**src/rtl/traffic_controller.sv**
```systemverilog
// traffic_controller
//
// Two-way intersection controller driven by the 1 Hz divider output. Main
// street rests on green; the side street is served only after a car or a
// pedestrian has asked for it. Each phase counts whole seconds, derived from
// rising edges of the divider's square wave.
//
// Ports:
//   clk              system clock (same clock as the divider)
//   controller_reset synchronous, active-high reset
//   Hz1_enable       1 Hz square wave from the divider (level, not a pulse)
//   car_sensor       side-street vehicle present (level)
//   ped_button       pedestrian crossing request (any length)
//   main_light       main-street lamps {red, yellow, green}, one-hot
//   side_light       side-street lamps {red, yellow, green}, one-hot
//   walk             pedestrian walk lamp
//   phase            current state encoding, for debug / top level
module traffic_controller #(
    parameter int unsigned MAIN_GREEN_MIN  = 10,
    parameter int unsigned YELLOW_TIME     = 3,
    parameter int unsigned ALL_RED_TIME    = 1,
    parameter int unsigned SIDE_GREEN_TIME = 8
) (
    input  logic       clk,
    input  logic       controller_reset,
    input  logic       Hz1_enable,
    input  logic       car_sensor,
    input  logic       ped_button,
    output logic [2:0] main_light,
    output logic [2:0] side_light,
    output logic       walk,
    output logic [2:0] phase
);

    typedef enum logic [2:0] {
        MAIN_GREEN  = 3'd0,
        MAIN_YELLOW = 3'd1,
        ALL_RED_A   = 3'd2,
        SIDE_GREEN  = 3'd3,
        SIDE_YELLOW = 3'd4,
        ALL_RED_B   = 3'd5
    } state_t;

    // Last second count of each phase; the phase ends on the tick seen with
    // this count.
    localparam logic [7:0] MAIN_GREEN_LAST = 8'(MAIN_GREEN_MIN - 1);
    localparam logic [7:0] YELLOW_LAST     = 8'(YELLOW_TIME - 1);
    localparam logic [7:0] ALL_RED_LAST    = 8'(ALL_RED_TIME - 1);
    localparam logic [7:0] SIDE_GREEN_LAST = 8'(SIDE_GREEN_TIME - 1);

    localparam logic [2:0] LAMP_RED    = 3'b100;
    localparam logic [2:0] LAMP_YELLOW = 3'b010;
    localparam logic [2:0] LAMP_GREEN  = 3'b001;

    state_t     state_q, state_d;
    logic [7:0] sec_count_q, sec_count_d;
    logic       side_req_q, side_req_d;
    logic       ped_req_q, ped_req_d;
    logic       walk_active_q, walk_active_d;
    logic       hz_prev_q;

    logic       tick;
    logic       illegal_state;
    logic       enter_side_green;
    logic       leave_side_green;
    logic [7:0] last_sec;
    state_t     next_timed;

    // hz_prev resets to 1 so a divider that is already high at reset
    // release does not produce a spurious tick.
    assign tick          = Hz1_enable & ~hz_prev_q;
    assign illegal_state = (state_q > ALL_RED_B);

    always_ff @(posedge clk) begin
        if (controller_reset) begin
            state_q       <= MAIN_GREEN;
            sec_count_q   <= 8'd0;
            side_req_q    <= 1'b0;
            ped_req_q     <= 1'b0;
            walk_active_q <= 1'b0;
            hz_prev_q     <= 1'b1;
        end else begin
            state_q       <= state_d;
            sec_count_q   <= sec_count_d;
            side_req_q    <= side_req_d;
            ped_req_q     <= ped_req_d;
            walk_active_q <= walk_active_d;
            hz_prev_q     <= Hz1_enable;
        end
    end

    // Next state and second counter. Timed phases share one compare against
    // their last count; main green instead waits for a latched request and
    // holds its counter at 255 while idle. Illegal encodings recover to the
    // all-red clearance immediately without waiting for a tick.
    always_comb begin
        state_d     = state_q;
        sec_count_d = sec_count_q;
        last_sec    = 8'd0;
        next_timed  = ALL_RED_B;

        case (state_q)
            MAIN_YELLOW: begin
                last_sec   = YELLOW_LAST;
                next_timed = ALL_RED_A;
            end
            ALL_RED_A: begin
                last_sec   = ALL_RED_LAST;
                next_timed = SIDE_GREEN;
            end
            SIDE_GREEN: begin
                last_sec   = SIDE_GREEN_LAST;
                next_timed = SIDE_YELLOW;
            end
            SIDE_YELLOW: begin
                last_sec   = YELLOW_LAST;
                next_timed = ALL_RED_B;
            end
            ALL_RED_B: begin
                last_sec   = ALL_RED_LAST;
                next_timed = MAIN_GREEN;
            end
            default: ;
        endcase

        if (illegal_state) begin
            state_d     = ALL_RED_B;
            sec_count_d = 8'd0;
        end else if (tick) begin
            if (state_q == MAIN_GREEN) begin
                if ((sec_count_q >= MAIN_GREEN_LAST) && side_req_q) begin
                    state_d     = MAIN_YELLOW;
                    sec_count_d = 8'd0;
                end else if (sec_count_q != 8'hFF) begin
                    sec_count_d = sec_count_q + 8'd1;
                end
            end else if (sec_count_q == last_sec) begin
                state_d     = next_timed;
                sec_count_d = 8'd0;
            end else begin
                sec_count_d = sec_count_q + 8'd1;
            end
        end
    end

    // Request latches and walk enable. Entering side green serves whatever
    // is pending, so a clear wins over a same-cycle set. The walk lamp is
    // armed from the pending pedestrian request at that same moment.
    always_comb begin
        enter_side_green = (state_d == SIDE_GREEN) && (state_q != SIDE_GREEN);
        leave_side_green = (state_q == SIDE_GREEN) && (state_d != SIDE_GREEN);

        side_req_d    = side_req_q | car_sensor | ped_button;
        ped_req_d     = ped_req_q | ped_button;
        walk_active_d = walk_active_q;

        if (enter_side_green) begin
            side_req_d    = 1'b0;
            ped_req_d     = 1'b0;
            walk_active_d = ped_req_q;
        end else if (leave_side_green) begin
            walk_active_d = 1'b0;
        end
    end

    // Moore lamp decode from the state register. Anything unexpected shows
    // red both ways, so the two streets can never be non-red together.
    always_comb begin
        main_light = LAMP_RED;
        side_light = LAMP_RED;
        case (state_q)
            MAIN_GREEN:  main_light = LAMP_GREEN;
            MAIN_YELLOW: main_light = LAMP_YELLOW;
            SIDE_GREEN:  side_light = LAMP_GREEN;
            SIDE_YELLOW: side_light = LAMP_YELLOW;
            default: ;
        endcase
    end

    assign walk  = walk_active_q & (state_q == SIDE_GREEN);
    assign phase = state_q;

endmodule

```
**config.mk**
```make
export PLATFORM = sky130hd
export DESIGN_NAME = traffic_controller
export DESIGN_NICKNAME = d
export VERILOG_FILES = /design/src/rtl/traffic_controller.sv
export SDC_FILE = /design/constraint.sdc
export NUM_CORES = 1
export LEC_CHECK = 0
export CAP_MARGIN = 15
export CORE_MARGIN = 5
export CORE_UTILIZATION = 65
export DETAILED_ROUTE_END_ITERATION = 10
export DONT_BUFFER_PORTS = 1
export PLACE_DENSITY = 0.85
export SYNTH_ARGS = -nofsm -noshare
export SYNTH_HDL_FRONTEND = slang
export SYNTH_SLANG_ARGS = --single-unit
```
**constraint.sdc**
```tcl
create_clock -name clk -period 4.1 [get_ports clk]
set_input_delay 0.82 -clock clk [delete_from_list [all_inputs] [get_ports clk]]
set_output_delay 0.82 -clock clk [all_outputs]
set_load 0.02 [all_outputs]
```
==> results.txt <==
----------------------------------------------------
[GRT]
  Global-route wire length before repair ... 3480 microns
  Maximum number of pins on one net before global-route repair ... 13
  Global Route Usage Sum ... ~18%
  Number of global-route vias before repair ... 823
  Number of antenna violations at the first check in global routing ... 0
  Residual overflow from global routing ... 0

[STA]
  Highest clock rate ... 0.358 GHz
  Worst-case setup margin in the final layout ... roughly 1.3 ns
  Unrepaired setup endpoints after global routing ... no
  Pin slew with the least headroom to its limit ... ~0.77 ns
  Final setup fails ... 0
  Total count of max-transition violations in the final report ... 0
  Post-layout minimum cycle time ... 2.80 ns
  Aggregate negative setup slack ... 0 ns
  Count of final hold-check violations ... 0
  Fin Clk Skew ... 0.00584 ns
  Final period util ... 68.2%
  Max transition margin ... approximately half

[Synth]
  Synthesis-stage register bit count ... 15
  Unique cell type count in the Yosys netlist ... 44
  Number of warnings printed during yosys synthesis ... 0
  Share of the yosys chip area belonging to registers ... 30.7%
  Proportion of register bits with asynchronous set or reset after synthesis ... 0%
  Number of instances in the synthesized netlist ... roughly 110
  Average cell area after synthesis ... 8.67 sq um
  Number of nets in the synthesized netlist ... 122
  Top_reg_cell synth ... sky130_fd_sc_hd__dfxtp_1
  Cell area after technology mapping ... 980 sq um
  Count of flip-flops with a built-in enable after synthesis ... 0

[Clocking]
  Clock input transition at the sequential cells of the worst setup and hold paths ... ~0.10 ns
  Deepest clock path buffer count ... 2
  Post-cts resize count ... 0
  CTS Sinks ... 15
  Root Buffer ... sky130_fd_sc_hd__clkbuf_4
  H-tree depth reported by CTS ... 1
  Setup repair bufs after CTS ... 0
  Worst skew pair latency ... 0.30 ns
  Number of hold buffers added after cts ... 0
  Number of buffers added by the clock tree synthesis step ... 3
  Clock tree from TritonCTS ... yes

[Final layout]
  Layout Nets ... 123
  Antenna Diode Count ... 0
  Most common cell after layout, fill and taps aside ... sky130_fd_sc_hd__dfxtp_1
  Commonest cells after routing, fill and taps aside ... 15 x sky130_fd_sc_hd__dfxtp_1, 9 x sky130_fd_sc_hd__nor2_1, 6 x sky130_fd_sc_hd__nor3_1, 6 x sky130_fd_sc_hd__nand2_1, 6 x sky130_fd_sc_hd__a21oi_1
  Share of final-layout standard cells stronger than drive strength 1 ... 21.2%
  Synth-to-layout area growth ... 1.66%
  Post-route design area ... roughly 1000 sq um
  Non-filler cells, final ... 129
  Filler Cells Inserted ... 121
  Final core utilization ... 67.7%

[Die]
  Die width ... 48.8 microns
  # rows ... 14
  I/O Pins ... 15
  Core Footprint ... 0.00147 sq mm
  Overall die area ... roughly 0.0024 sq mm
  Effective utilization at floorplan ... about two thirds
  Vertical die dimension ... 48.8 microns

[Drt]
  Post-DR vias/cell ... 6.28
  Antenna-violating nets left ... 0
  Violation count after the first detailed-routing iteration ... 29
  Via count ... 810
  Post-Route WL ... 1900 microns
  Average detailed-routed wire length per instance ... 14.7 microns
  1st-pass router iterations ... 4
  Post-route DRC violation count ... 0

[Placement]
  Instance count after placement with tap cells included ... 125
  Instance area at placement ... 968 sq um
  Placer's final routability congestion estimate ... approximately 0.84
  Post-place setup slack ... 1.58 ns
  I/O Buffers ... 0
  Post-detail-place hpwl ... roughly 1400 microns

[Power and ir drop]
  Lkg Pwr ... 0.324 nW
  PD cells ... 258 mW/mm^2
  Peak supply drop ... roughly 0.25 mV

[Worst setup path]
  Logic depth of the worst register-to-register path ... 10
  Kind of critical path ... reg2out
  FF-to-FF End ... walk_active_q
  Endpoint class of the critical path ... output pin
  Critical Path Start Type ... flop
  Required time at the worst-slack endpoint ... roughly 3.3 ns
  Startpoint of the worst-slack reg-to-reg timing path ... phase[1]
  Critical path data arrival time ... roughly 2.0 ns
  Worst reg-to-reg setup slack ... 1.56 ns
  Crit path max fanout ... 12

[Worst hold path]
  Path category of the worst min-delay check ... reg2reg
  Worst Hold End ... ped_req_q
  Launch point of the worst hold path ... ped_req_q
  Hold depth ... 2

[Status]
  Status ... completed

[Job]
  Reported max-cap violation count ... 0

----------------------------------------------------
[Yosys cell counts (4+ instances only)]
| master | n | share of area (%) |
|---|---|---|
| sky130_fd_sc_hd__nor2_1 | 9 | 3.4 |
| sky130_fd_sc_hd__nand3_1 | 5 | 2.6 |
| sky130_fd_sc_hd__dfxtp_1 | 15 | 31 |
| sky130_fd_sc_hd__inv_1 | 5 | 1.9 |
| sky130_fd_sc_hd__ha_1 | 4 | 5.1 |
| sky130_fd_sc_hd__nor3_1 | 6 | 3.1 |
| sky130_fd_sc_hd__nand2_1 | 6 | 2.3 |
| sky130_fd_sc_hd__or4_1 | 4 | 3.1 |
| sky130_fd_sc_hd__a21oi_1 | 6 | 3.1 |
| sky130_fd_sc_hd__xnor2_1 | 4 | 3.6 |
| sky130_fd_sc_hd__o21ai_0 | 5 | 2.6 |
[sequential cells by signal (all words and copies together), names as in the netlist]
name,count
hz_prev_q,1
ped_req_q,1
phase,3
sec_count_q,8
side_req_q,1
walk_active_q,1
[routing by layer]
layer / vias up / global-route usage, % / wire, microns / share of wire [%]
met4: 0 / 13.5 / 48 / 2.5
met3: 5 / 4.28 / 96 / 5.0
met2: 21 / 26.1 / 877 / 46
met5: - / 0 / 0 / 0
met1: 376 / 23.5 / 880 / 46
li1: 408 / - / - / -
[worst max path at each step]
| stage | start | slack [ns] | endpoint |
|---|---|---|---|
| 2_1_floorplan | phase[0] | 1.80 | walk_active_q |
| 3_3_place_gp | phase[2] | 1.62 | side_light[2] |
| 3_5_place_dp | phase[1] | 1.58 | walk_active_q |
| 4_1_cts | phase[2] | 1.28 | side_light[2] |
| 5_1_grt | phase[2] | 1.18 | side_light[2] |
| 6_report | phase[2] | 1.30 | side_light[2] |
[report_power, final]
group          total (mW)  switching [mW]  internal [mW]  leakage [nW]
logic              0.0161         0.00939        0.00670         0.184
clock network      0.0893          0.0529         0.0364        0.0177
registers           0.151         0.00280          0.148         0.122
total               0.257          0.0651          0.191         0.324
[critical path: stages (launching register included)]
cell	delay, ns
sky130_fd_sc_hd__dfxtp_1	0.71
sky130_fd_sc_hd__nor3b_1	0.71
sky130_fd_sc_hd__nor2_1	0.26
[final cells by class]
class / count / area, sq um / area share (%)
Multi-Input combinational cell: 87 / 622 / 62.4
Clock buffer: 3 / 22.5 / 2.26
Inverter: 7 / 26.3 / 2.64
Sequential cell: 15 / 300 / 30.2
Tap cell: 16 / 20.0 / 2.01
Clock inverter: 1 / 5.00 / 0.503
[through the flow]
stage / hold slack (ns) / power (mW)
floorplan: 0.446 / 0.168
global placement: 0.466 / 0.170
detailed placement: 0.471 / 0.170
CTS: 0.486 / 0.260
global route: 0.525 / 0.275
finish: 0.486 / 0.257
[kinds of logic after synthesis]
family	synth area share [%]
flip-flops	30.7
multiplexers	2.04
XOR/XNOR	4.47
AO/OA/AOI/OAI	18.8
buffers and inverters	5.87
adder cells (fa/ha/maj)	5.11
AND/OR/NAND/NOR	33.1
No activity file was read; power rests on OpenSTA's default activity.
